## config.mk

```make
export PLATFORM = sky130hd
export DESIGN_NAME = fire_ctrl
export DESIGN_NICKNAME = d
export VERILOG_FILES = /design/src/rtl/invaders_pkg.sv /design/src/rtl/btn_debounce.sv /design/src/rtl/fire_ctrl.sv
export SDC_FILE = /design/constraint.sdc
export NUM_CORES = 1
export LEC_CHECK = 0
export CAP_MARGIN = 30
export CORE_UTILIZATION = 30
export DETAILED_ROUTE_END_ITERATION = 16
export PLACE_DENSITY = 0.49
export SLEW_MARGIN = 20
export SYNTH_ARGS = -nofsm -noshare
export SYNTH_HDL_FRONTEND = slang
export SYNTH_SLANG_ARGS = --single-unit
```

## constraint.sdc

```tcl
create_clock -name Clk -period 3.1 [get_ports Clk]
set_input_delay 0.93 -clock Clk [delete_from_list [all_inputs] [get_ports Clk]]
set_output_delay 0.93 -clock Clk [all_outputs]
set_load 0.01 [all_outputs]
```

## src/rtl/invaders_pkg.sv

```systemverilog
// Shared types and constants for the invaders game-control blocks.
// Holds the fire-control state encoding, default timing constants and the
// shot-counter width, plus a saturating increment used by the counters.
package invaders_pkg;

  typedef enum logic [1:0] {
    S_IDLE         = 2'd0,
    S_FIRE         = 2'd1,
    S_COOLDOWN     = 2'd2,
    S_WAIT_RELEASE = 2'd3
  } fire_state_t;

  localparam int DEBOUNCE_CYCLES_DEF = 4;
  localparam int COOLDOWN_CYCLES_DEF = 8;
  localparam int SHOT_CNT_W          = 8;

  // Increment that sticks at all-ones instead of wrapping.
  function automatic logic [SHOT_CNT_W-1:0] sat_inc(input logic [SHOT_CNT_W-1:0] v);
    logic [SHOT_CNT_W-1:0] r;
    r = v;
    if (v != {SHOT_CNT_W{1'b1}}) r = v + 1'b1;
    return r;
  endfunction

endpackage

```

## src/rtl/btn_debounce.sv

```systemverilog
// Button conditioner: 2-flop synchroniser, stable-level debounce, rise pulse.
// Latency: level follows a steady input 2+DEBOUNCE_CYCLES edges later; o_rise
// is a registered one-cycle pulse aligned with the level's 0->1 flip.
import invaders_pkg::*;

module btn_debounce #(
  parameter int DEBOUNCE_CYCLES = DEBOUNCE_CYCLES_DEF
) (
  input  logic i_clk,
  input  logic i_rst,
  input  logic i_btn_raw,
  output logic o_level,
  output logic o_rise
);

  // Counter holds at most DEBOUNCE_CYCLES-1 (<= 14), so 4 bits suffice.
  localparam logic [3:0] LP_LAST = 4'(DEBOUNCE_CYCLES - 1);

  logic       r_sync1;
  logic       r_sync2;
  logic       r_level;
  logic       r_rise;
  logic [3:0] r_cnt;

  // Synchronise the raw button, then accept a new level only after it has
  // differed from the current level for DEBOUNCE_CYCLES consecutive cycles.
  always_ff @(posedge i_clk or posedge i_rst) begin
    if (i_rst) begin
      r_sync1 <= 1'b0;
      r_sync2 <= 1'b0;
      r_level <= 1'b0;
      r_rise  <= 1'b0;
      r_cnt   <= 4'd0;
    end else begin
      r_sync1 <= i_btn_raw;
      r_sync2 <= r_sync1;
      r_rise  <= 1'b0;
      if (r_sync2 != r_level) begin
        if (r_cnt == LP_LAST) begin
          r_level <= r_sync2;
          r_rise  <= r_sync2;
          r_cnt   <= 4'd0;
        end else begin
          r_cnt <= r_cnt + 4'd1;
        end
      end else begin
        r_cnt <= 4'd0;
      end
    end
  end

  assign o_level = r_level;
  assign o_rise  = r_rise;

endmodule

```

## src/rtl/fire_ctrl.sv

```systemverilog
// Fire control: debounced press -> single-cycle Bullet_Fired, gated, with cooldown
// and a saturating shot counter. Press-to-pulse: pulse in the cycle after edge
// 3+DEBOUNCE_CYCLES. Optional FIRE_AUTOFIRE_EN: holding the button refires.
import invaders_pkg::*;

module fire_ctrl #(
  parameter int DEBOUNCE_CYCLES = DEBOUNCE_CYCLES_DEF,
  parameter int COOLDOWN_CYCLES = COOLDOWN_CYCLES_DEF
) (
  input  logic                  Clk,
  input  logic                  Reset,
  input  logic                  Btn_Raw,
  input  logic                  Game_Active,
  input  logic                  Bullet_Onscreen,
  output logic                  Bullet_Fired,
  output logic                  Fire_Ready,
  output logic [SHOT_CNT_W-1:0] Shots_Fired
);

  localparam logic [7:0] LP_COOL = 8'(COOLDOWN_CYCLES);

  fire_state_t           r_state;
  fire_state_t           w_next_state;
  logic [7:0]            r_cool_cnt;
  logic [7:0]            w_cool_nxt;
  logic                  r_bullet_fired;
  logic                  r_fire_ready;
  logic [SHOT_CNT_W-1:0] r_shots;
  logic                  w_level;
  logic                  w_press;
  logic                  w_fire_ok;

  btn_debounce #(
    .DEBOUNCE_CYCLES (DEBOUNCE_CYCLES)
  ) u_btn_debounce (
    .i_clk     (Clk),
    .i_rst     (Reset),
    .i_btn_raw (Btn_Raw),
    .o_level   (w_level),
    .o_rise    (w_press)
  );

  assign w_fire_ok = Game_Active && !Bullet_Onscreen;

  // Next-state and cooldown-counter logic; a press not accepted in S_IDLE is dropped.
  always_comb begin
    w_next_state = r_state;
    w_cool_nxt   = r_cool_cnt;
    case (r_state)
      S_IDLE: begin
        if (w_press && w_fire_ok) w_next_state = S_FIRE;
      end
      S_FIRE: begin
        w_next_state = S_COOLDOWN;
        w_cool_nxt   = LP_COOL;
      end
      S_COOLDOWN: begin
        // Leaving on the edge where the counter hits zero gives 1+COOLDOWN spacing.
        if (r_cool_cnt <= 8'd1) begin
          w_cool_nxt = 8'd0;
`ifdef FIRE_AUTOFIRE_EN
          if (w_level && w_fire_ok) w_next_state = S_FIRE;
          else if (w_level)         w_next_state = S_WAIT_RELEASE;
          else                      w_next_state = S_IDLE;
`else
          w_next_state = S_WAIT_RELEASE;
`endif
        end else begin
          w_cool_nxt = r_cool_cnt - 8'd1;
        end
      end
      S_WAIT_RELEASE: begin
        if (!w_level) w_next_state = S_IDLE;
      end
      default: begin
        w_next_state = S_IDLE;
        w_cool_nxt   = 8'd0;
      end
    endcase
    // Leaving play aborts everything except a shot already being issued.
    if (!Game_Active && (r_state != S_FIRE)) begin
      w_next_state = S_IDLE;
      w_cool_nxt   = 8'd0;
    end
  end

  // State, cooldown counter and registered outputs; shot count bumps on the firing edge.
  always_ff @(posedge Clk or posedge Reset) begin
    if (Reset) begin
      r_state        <= S_IDLE;
      r_cool_cnt     <= 8'd0;
      r_bullet_fired <= 1'b0;
      r_fire_ready   <= 1'b0;
      r_shots        <= '0;
    end else begin
      r_state        <= w_next_state;
      r_cool_cnt     <= w_cool_nxt;
      r_bullet_fired <= (w_next_state == S_FIRE);
      r_fire_ready   <= (w_next_state == S_IDLE) && w_fire_ok;
      if (w_next_state == S_FIRE) r_shots <= sat_inc(r_shots);
    end
  end

  assign Bullet_Fired = r_bullet_fired;
  assign Fire_Ready   = r_fire_ready;
  assign Shots_Fired  = r_shots;

endmodule

```

[Yosys cells after proc, flatten, opt, wreduce, memory -nomap -nowiden]
Cells that the tools add are included.
Storage, ports and cells
  output and inout port bits: 10
  register bits after elaboration: 28
  input bits: 5
  word-level logic and storage cells: 45
Operators by class
  reduce and logical (&&, ||, !) cells: 11
  multiplexer cells: 12
  magnitude comparators: 1
  eq/ne operators: 8
  add/subtract/negate cells: 3
Operators by type and width (number)
  8-bit two-way mux: 2
  8-bit one-hot mux with 2 select lines: 1
  8-bit by 1-bit adder with 8-bit output, second input constant: 1
  8-bit by 1-bit <= comparator with 1-bit output, second input constant: 1
  2-bit two-way mux: 4
  4-bit two-way mux: 2
  8-bit inequality test, second input constant: 1
  2-bit one-hot mux with 4 select lines: 1
  8-bit by 1-bit subtractor with 8-bit output, second input constant: 1
  4-bit by 1-bit adder with 4-bit output, second input constant: 1
  2-bit by 1-bit == test with 1-bit output, second input constant: 2
  2-bit == test, second input constant: 2
  4-bit by 2-bit == test with 1-bit output, second input constant: 1
  1-bit logical AND: 4
  2-bit logical NOT: 2
  2-bit AND reduction: 2
  3-bit nonzero test: 1
  1-bit logical NOT: 2
  1-bit two-way mux: 2
  2-bit by 1-bit inequality test with 1-bit output, second input constant: 1
  1-bit inequality test: 1

[Longest topological paths before layout]
Gate-level depths: netlist (run 1).
  depth in word-level cells: 8
  mapped depth: 6
  depth with buffers taken out: 6

[Modules after synthesis]
From an unflattened synthesis (run 1), not the netlist that was laid out.
Second synthesis, totals
  cell total of the unflattened synthesis: 124
  area total of the unflattened synthesis: 1372.6 µm²
Modules (own cells, without submodules)
  fire_ctrl: cells an instance 101, times used 1, sequential area each 500.5 µm², area each 1053.5 µm²
  btn_debounce: cells an instance 23, times used 1, sequential area each 200.2 µm², area each 319.1 µm²

[Worst setup path after synthesis (run 1)]
OpenSTA, ideal clock, no wires.
  path type: input to register
  start point: input Game_Active
  end point: register r_shots[4] (netlist: Shots_Fired[4])
  stages on the path: 5
  data required time: 2975 ps
  setup time: 125 ps
  slack: 1051 ps
  path buffers: 1
  arrival: 1924 ps
  cell sequence: buf_4 > nor4b_4 > nand4_2 > nor2_1 > mux2_2
Between the ends
  word-level cells in the longest chain between the ends: 7
  elaborated cells between the ends (all ways): 9
  classes of those cells: 1 x eq/ne; 3 x mux; 5 x reduce/logical
RTL lines
  start, declared: RTL line fire_ctrl.sv:13  | input logic Game_Active,
  1-bit logical AND: RTL line fire_ctrl.sv:43  | assign w_fire_ok = Game_Active && !Bullet_Onscreen;
  1-bit logical AND: RTL line fire_ctrl.sv:51  | if (w_press && w_fire_ok) w_next_state = S_FIRE;
  2-bit two-way mux: RTL line fire_ctrl.sv:51
  2-bit one-hot mux with 4 select lines: RTL line fire_ctrl.sv:49  | case (r_state)
  2-bit two-way mux (*): RTL line fire_ctrl.sv:81  | if (!Game_Active && (r_state != S_FIRE)) begin
  2-bit by 1-bit == test with 1-bit output (*): RTL line fire_ctrl.sv:100  | if (w_next_state == S_FIRE) r_shots <= sat_inc(r_shots);
  2-bit AND reduction (no source line) (*)
  end signal, assigned: RTL line fire_ctrl.sv:100
  end, declared: RTL line fire_ctrl.sv:28  | logic [SHOT_CNT_W-1:0] r_shots;
Every way passes the cells marked *; elsewhere a longest branch is shown, timed or not.
A chain may end at the register's enable or synchronous reset.

[Final worst setup path (run 1)]
  start point: input Bullet_Onscreen
  end point: register r_shots[7] (netlist: Shots_Fired[7])
Between the ends
  word-level cells in the longest chain between the ends: 8
RTL lines
  start, declared: RTL line fire_ctrl.sv:14  | input logic Bullet_Onscreen,
  1-bit logical NOT: RTL line fire_ctrl.sv:43
  1-bit logical AND: RTL line fire_ctrl.sv:43
  1-bit logical AND: RTL line fire_ctrl.sv:51
  2-bit two-way mux: RTL line fire_ctrl.sv:51
  2-bit one-hot mux with 4 select lines: RTL line fire_ctrl.sv:49
  2-bit two-way mux: RTL line fire_ctrl.sv:81
  2-bit by 1-bit == test with 1-bit output: RTL line fire_ctrl.sv:100
  2-bit AND reduction (no source line)
No other way between the ends.

==> impl_metrics.json, run 1 <==
{
  "synth_most_common_cell": "dfrtp_1",
  "die_area_sq_um": 4802,
  "synth-seq-cells": 28,
  "grt_pass1_wl_microns": 4402,
  "finalSetupViolCount": 0,
  "drc": 0,
  "min_period_over_period": 0.7368,
  "leakage_nw": 0.7141,
  "avgSynthCellArea_sq_um": 11.52,
  "outcome": "completed",
  "ant_nets": 0,
  "vias": 915,
  "grt-ovfl-total": 0,
  "netSwitchingPower_uw": 261.0,
  "cts_made_buffers": 3,
  "clkSinkCount": 28,
  "hold_class": "flip-flop to flip-flop",
  "start_util": 0.3121,
  "cp-start-kind": "input port",
  "grt_max_degree": 29,
  "clock-root-buffer": "clkbuf_8",
  "slew_headroom": 0.7229,
  "place_hpwl_microns": 1815,
  "worstMarginPinSlew_ps": 411.8,
  "min_period_ps": 2284,
  "drive_above_1_share": 0.1387,
  "crit_arrival_ps": 2490,
  "area_growth_pct": 19.71,
  "coreArea_sq_um": 4354,
  "post-cts-setup-buffers": 0,
  "intPower_uw": 636.3,
  "ios": 15,
  "path_class": "input port to flip-flop",
  "syn-cell-area_sq_um": 1359,
  "dr.pass1.iters": 4,
  "synth_common_cells": "dfrtp_1 (28), nand2_1 (8), nor2_1 (8), xnor2_1 (6), xor2_1 (6)",
  "htreeDepth": 1,
  "yosysWarningCount": 0,
  "avgViaCountPerCell": 4.841,
  "drt_iter0_markers": 35,
  "synth-seq-area-share": 0.5157,
  "yosys.area.top_type": "dfrtp_1",
  "skew_ps": 4.253,
  "clockBufferDepth": 2,
  "place.gp.congestion": 0.7804,
  "die_height_microns": 69.30,
  "crit_path_max_fanout": 4,
  "fill_cells": 445,
  "seq_power_share": 0.519,
  "rsz0062_at_grt": "no",
  "antenna_found_initial": 0,
  "dp_cells": 185,
  "rrSetupSlack_ps": 1310,
  "combPwrFrac": 0.225,
  "cts_resized": 0,
  "wl_microns": 2452,
  "synthFlopType": "dfrtp_1",
  "ir_drop_mv": 0.2692,
  "num_antenna_cells": 0,
  "hold_buffers": 0,
  "cp-end-kind": "flip-flop",
  "routedWlPerCell_microns": 12.97,
  "tns_ps": 0,
  "grt_pass1_vias": 945,
  "fmax_mhz": 437.8,
  "grtUsageTotal": 0.1116,
  "layout.nets": 147,
  "required_ps": 3310,
  "drv_slew": 0,
  "p_clk_frac": 0.255,
  "syn-num-nets": 127,
  "clk_pin_slew_ps": 100,
  "synth.top_cell.area_share": 0.5157,
  "synth_cell_types": 40,
  "powerDensity_nw_per_um2": 551.7,
  "final_cells": 189,
  "port_buffers": 14,
  "max_cap_violations": 0,
  "syn_inst": 118,
  "die_w_microns": 69.30,
  "final-hold-violation-count": 0,
  "synth_edf_count": 0,
  "clock_latency_ps": 270,
  "rows": 24,
  "swShare": 0.2908,
  "synthTopCellsByArea": "dfrtp_1 (52%), xnor2_1 (3.9%), xor2_1 (3.9%)",
  "cts_tree": "built",
  "synthArstFlopShare": 1.000
}
-- sequential cells by signal, summed over array words and instances, names as in the netlist --
register / cells
u_btn_debounce.r_cnt: 4
u_btn_debounce.o_level: 1
u_btn_debounce.r_sync1: 1
r_state: 2
Bullet_Fired: 1
r_cool_cnt: 8
u_btn_debounce.r_sync2: 1
u_btn_debounce.o_rise: 1
Shots_Fired: 8
Fire_Ready: 1
-- stage by stage --
stage | area (sq um) | total power, mW | hold WS (ps) | worst slack, ps | util
floorplan | 1359 | 0.6165 | 331.2 | 1051 | -
global placement | 1572 | 0.6747 | 338.3 | 558.5 | 0.3609
detailed placement | 1572 | 0.6782 | 339.5 | 508.7 | 0.3609
CTS | 1627 | 0.9060 | 362.5 | 809.0 | 0.3736
global route | 1627 | 0.9543 | 364.7 | 698.4 | 0.3736
finish | 1627 | 0.8973 | 361.9 | 815.8 | 0.3736
-- metal layers --
metal	share of wire	wire, microns	global-route usage
met4	0.0069	17	0.03401
met2	0.48	1171	0.1802
met5	0	0	0
met1	0.48	1189	0.1530
met3	0.030	73	0.01890
-- worst paths after layout --
check                                       startpoint                      to  cells past startpoint
min in group asynchronous                        Reset          Shots_Fired[5]                      3
worst min register to register  u_btn_debounce.r_sync1  u_btn_debounce.r_sync2                      0
max in group asynchronous                        Reset           r_cool_cnt[3]                      3
worst max register to register           r_cool_cnt[0]           r_cool_cnt[2]                      6
worst max-delay path                   Bullet_Onscreen          Shots_Fired[7]                      5
worst min-delay path            u_btn_debounce.r_sync1  u_btn_debounce.r_sync2                      0
-- final cells by class --
type | instances | area [sq um] | share of cell area
Sequential cell | 28 | 700.7 | 0.4308
Multi-Input combinational cell | 84 | 631.9 | 0.3885
Tap cell | 52 | 65.06 | 0.04000
Clock buffer | 4 | 55.05 | 0.03385
Inverter | 5 | 18.77 | 0.01154
Timing Repair Buffer | 16 | 155.1 | 0.09538
-- cells by family (layout without fill, tap and decap cells) --
| group | Yosys count | after routing | share of synthesized area |
|---|---|---|---|
| multiplexers | 3 | 3 | 0.02486 |
| buffers and inverters | 6 | 25 | 0.01934 |
| AO/OA/AOI/OAI | 17 | 17 | 0.1096 |
| flip-flops | 28 | 28 | 0.5157 |
| adder cells (fa/ha/maj) | 4 | 4 | 0.03683 |
| AND/OR/NAND/NOR | 47 | 47 | 0.2044 |
| XOR/XNOR | 13 | 13 | 0.08932 |
-- power groups by stage --
stage	clock, mW	combinational [mW]	sequential (mW)
floorplan	0	0.151	0.466
global placement	0	0.203	0.471
detailed placement	0	0.205	0.474
CTS	0.232	0.207	0.467
global route	0.247	0.233	0.475
finish	0.229	0.202	0.466
-- cells in the final DEF (no fill, tap or decap), drive strengths merged, types with 3 or more instances in the layout --
cell / count
dfrtp: 28
clkdlybuf4s50: 14
nor2: 9
nand2: 8
xnor2: 7
xor2: 6
inv: 5
nand3: 5
ha: 4
clkbuf: 4
nor4: 3
nand2b: 3
nor3: 3
o21ai: 3
mux2: 3
a211oi: 3
-- worst max-delay path, stage by stage --
cell	delay, ps
clkdlybuf4s50_1	470
nor4b_4	390
nand4_2	190
nor4_1	340
xor2_1	170
No activity file was read; power rests on OpenSTA's default activity.
==> run 2, diff against run 1 <==
- PLACE_DENSITY: 0.49 -> 0.51
- clock period: 3.1 -> 2 ns (I/O delays scaled with it)
==> impl_metrics.json, run 2 (synthesized netlist as in run 1, its figures left out) <==
{
  "place_hpwl_microns": 1851,
  "antenna_found_initial": 0,
  "wl_met2_microns": 1175,
  "postLayoutCellArea_sq_um": 1655,
  "p_total_mw": 1.398,
  "clockBufferDepth": 2,
  "port_buffers": 14,
  "cts_made_buffers": 3,
  "rows": 24,
  "reg2regPathDepth": 6,
  "layout.nets": 150,
  "ios": 15,
  "htreeDepth": 1,
  "top_layer_used": "met4",
  "worstMarginPinSlew_ps": 419.5,
  "min_period_ps": 1953,
  "required_ps": 2170,
  "clock_latency_ps": 280,
  "crit_arrival_ps": 2120,
  "die_area_sq_um": 4802,
  "dp_cells": 188,
  "cp-end-kind": "flip-flop",
  "vias": 942,
  "avgViaCountPerCell": 4.906,
  "wl_microns": 2520,
  "fmax_mhz": 512.1,
  "area_growth_pct": 21.82,
  "coreArea_sq_um": 4354,
  "wl_met1_microns": 1219,
  "max_cap_violations": 0,
  "rsz0062_at_grt": "no",
  "r2r_start": "r_cool_cnt[0]",
  "final_cells": 192,
  "outcome": "completed",
  "leakage_nw": 0.7286,
  "final-hold-violation-count": 0,
  "r2r-end": "r_cool_cnt[2]",
  "dr.pass1.iters": 4,
  "ir_drop_mv": 0.4549,
  "num_antenna_cells": 0,
  "drt_iter0_markers": 14,
  "skew_ps": 5.249,
  "grt-ovfl-total": 0,
  "clkSinkCount": 28,
  "min_period_over_period": 0.9764,
  "grtUsageTotal": 0.1140,
  "path_class": "input port to flip-flop",
  "routedWlPerCell_microns": 13.13,
  "crit_path_max_fanout": 4,
  "mostFrequentLayoutCell": "dfrtp_1",
  "wl_met3_microns": 98,
  "die_height_microns": 69.30,
  "hold_class": "flip-flop to flip-flop",
  "drc": 0,
  "fill_cells": 431,
  "endpoint": "Shots_Fired[4]",
  "grt_max_degree": 29,
  "start_util": 0.3121,
  "final_cell_mix": "dfrtp_1 (28), clkdlybuf4s50_1 (14), nor2_1 (8), nand2_1 (8)",
  "clock-root-buffer": "clkbuf_8",
  "finalSetupViolCount": 0,
  "slew_headroom": 0.7191,
  "cp-start-kind": "input port",
  "ant_nets": 0,
  "rrSetupSlack_ps": 260,
  "place.gp.congestion": 0.7077,
  "grt_pass1_wl_microns": 4374,
  "critPathLaunch": "Bullet_Onscreen",
  "drive_above_1_share": 0.1643,
  "die_w_microns": 69.30,
  "grt_pass1_vias": 954,
  "clk_pin_slew_ps": 90,
  "place_area_sq_um": 1594,
  "drv_slew": 0,
  "powerDensity_nw_per_um2": 844.6,
  "cts_tree": "built"
}
-- run 2: cell count changes in the layout (fill, tap and decap cells not counted) --
cell    previous run  this run
nor4_2             0         1
buf_4              2         5
nor4_1             3         2
-- run 2: layout make-up --
cell class                 count  area, sq um  share of cell area
sequential                    28        700.7              0.4233
multi-input combinational     84        638.1              0.3855
timing repair buffer          19        177.7              0.1073
tap                           52        65.06             0.03930
clock buffer                   4        55.05             0.03326
inverter                       5        18.77             0.01134
-- run 2: worst min path at each step --
stage | start | endpoint | slack (ps) | cells after the start
3_5_place_dp | u_btn_debounce.r_sync1 | u_btn_debounce.r_sync2 | 340 | 0
5_1_grt | u_btn_debounce.r_sync1 | u_btn_debounce.r_sync2 | 390 | 0
2_1_floorplan | u_btn_debounce.r_sync1 | u_btn_debounce.r_sync2 | 330 | 0
4_1_cts | u_btn_debounce.r_sync1 | u_btn_debounce.r_sync2 | 360 | 0
3_3_place_gp | u_btn_debounce.r_sync1 | u_btn_debounce.r_sync2 | 340 | 0
6_report | u_btn_debounce.r_sync1 | u_btn_debounce.r_sync2 | 360 | 0
-- run 2: worst max-delay path: stages --
cell,delay [ps]
clkdlybuf4s50_1,470
nor4b_4,390
nand4_2,190
nor2_1,130
mux2_2,340
-- run 2: power by group --
part / internal [mW] / total, mW / switching [mW]
sequential: 0.640 / 0.719 / 0.0788
clock: 0.176 / 0.357 / 0.180
combinational: 0.174 / 0.323 / 0.149
-- run 2: what timing repair did --
action / 4_1_cts / 5_1_grt
hold buffers: 0 / 0
endpoints found under the hold margin: 0 / 0
gates resized for setup: 0 / 1
buffers inserted: 0 / 0
endpoints found under the setup margin: 0 / 1
-- run 2: per-layer routing --
layer  GRT usage  vias to the layer above
li1            -                      458
met1      0.1417                      462
met2      0.1899                       18
met3     0.03488                        4
met4     0.03401                        0
met5           0                        -
-- run 2: metrics by stage --
step                setup TNS (ps)  setup slack, ps  hold slack [ps]    util
floorplan                        0            281.2            331.2       -
global placement             -1229           -215.5            336.5  0.3661
detailed placement           -1531           -268.6            341.2  0.3661
CTS                              0            28.44            364.1  0.3787
global route                     0            8.577            385.0  0.3802
finish                           0            47.25            363.5  0.3802
==> run 3, diff against run 2 <==
- DONT_BUFFER_PORTS: default -> 1
- PLACE_DENSITY: 0.51 -> 0.46
==> impl_metrics.json, run 3 (synthesized netlist as in run 1, its figures left out) <==
{
  "outcome": "completed",
  "die_w_microns": 69.30,
  "mostFrequentLayoutCell": "dfrtp_1",
  "coreArea_sq_um": 4354,
  "vias": 841,
  "place.gp.congestion": 0.7575,
  "tns_ps": 0,
  "dp_cells": 170,
  "clock_latency_ps": 270,
  "place_hpwl_microns": 1666,
  "ios": 15,
  "crit_path_max_fanout": 5,
  "die_area_sq_um": 4802,
  "rsz0062_at_grt": "no",
  "grt_max_degree": 29,
  "start_util": 0.3121,
  "htreeDepth": 1,
  "num_antenna_cells": 0,
  "min_period_over_period": 0.8962,
  "p_total_mw": 1.441,
  "drv_slew": 0,
  "routedWlPerCell_microns": 12.91,
  "powerDensity_nw_per_um2": 964.0,
  "final_cell_mix": "dfrtp_1 (28), nor2_1 (8), nand2_1 (8)",
  "final_cells": 174,
  "clockBufferDepth": 2,
  "clkSinkCount": 28,
  "final-hold-violation-count": 0,
  "required_ps": 2160,
  "hold_buffers": 0,
  "min_period_ps": 1792,
  "wl_microns": 2246,
  "cts_made_buffers": 3,
  "fmax_mhz": 557.9,
  "fill_cells": 422,
  "cp-start-kind": "flip-flop",
  "layout.nets": 132,
  "area_growth_pct": 10.04,
  "drc": 0,
  "avgViaCountPerCell": 4.833,
  "clock-root-buffer": "clkbuf_8",
  "cts_tree": "built",
  "hold_class": "input port to async pin",
  "slew_headroom": 0.7104,
  "drive_above_1_share": 0.1475,
  "ant_nets": 0,
  "die_height_microns": 69.30,
  "crit_arrival_ps": 1950,
  "hold_ws_ps": 270.2,
  "drt_iter0_markers": 15,
  "grt_pass1_vias": 850,
  "finalSetupViolCount": 0,
  "max_cap_violations": 0,
  "port_buffers": 0,
  "post-cts-setup-buffers": 0,
  "skew_ps": 4.388,
  "worstMarginPinSlew_ps": 432.5,
  "path_class": "flip-flop to flip-flop",
  "antenna_found_initial": 0,
  "grt_pass1_wl_microns": 3946,
  "reg2regPathDepth": 4,
  "ir_drop_mv": 0.3729,
  "leakage_nw": 0.6663,
  "rows": 24,
  "cp-end-kind": "flip-flop",
  "clk_pin_slew_ps": 100,
  "grtUsageTotal": 0.1011,
  "cts_resized": 0,
  "grt-ovfl-total": 0,
  "dr.pass1.iters": 4
}
## run 3: critical path, cell delays in order, from the launching register on
cell      delay, ps
dfrtp_1         480
ha_1            260
nand4_1         150
o211ai_1        420
mux2_2          380
## run 3: metal layers
layer  routed length, microns  track usage  vias up
met5                        0            0        -
met1                     1107       0.1309      408
met4                       19      0.04762        0
li1                         -            -      424
met3                       67      0.02616        2
met2                     1050       0.1575        7
## run 3: worst paths after layout
path / from / endpoint / slack, ps
worst max-delay path: Shots_Fired[0] / Shots_Fired[1] / 210
worst min-delay path: Reset / u_btn_debounce.o_rise / 270
min in group Clk: Btn_Raw / u_btn_debounce.r_sync1 / 350
worst min register to register: u_btn_debounce.r_sync1 / u_btn_debounce.r_sync2 / 360
max in group asynchronous: Reset / Shots_Fired[6] / 1470
worst max register to register: Shots_Fired[0] / Shots_Fired[1] / 210
## run 3: stage by stage
step | setup slack, ps | utilization | cell area [sq um]
finish | 207.7 | 0.3434 | 1495
global route | 91.92 | 0.3434 | 1495
CTS | 198.9 | 0.3434 | 1495
detailed placement | 223.3 | 0.3270 | 1424
global placement | 225.1 | 0.3270 | 1424
floorplan | 281.2 | - | 1359
## run 3: power breakdown
group | internal [mW] | leakage (nW) | switching (mW) | total, mW
Combinational | 0.141 | 0.254 | 0.128 | 0.269
Sequential | 0.640 | 0.377 | 0.0930 | 0.733
Clock | 0.268 | 0.0357 | 0.172 | 0.439
## run 3: area by class of cell
type / count / area [sq um] / share of cell area
sequential: 28 / 700.7 / 0.4686
inverter: 5 / 18.77 / 0.01255
timing repair buffer: 1 / 7.507 / 0.005021
tap: 52 / 65.06 / 0.04351
clock inverter: 1 / 30.03 / 0.02008
clock buffer: 3 / 41.29 / 0.02762
multi-input combinational: 84 / 631.9 / 0.4226
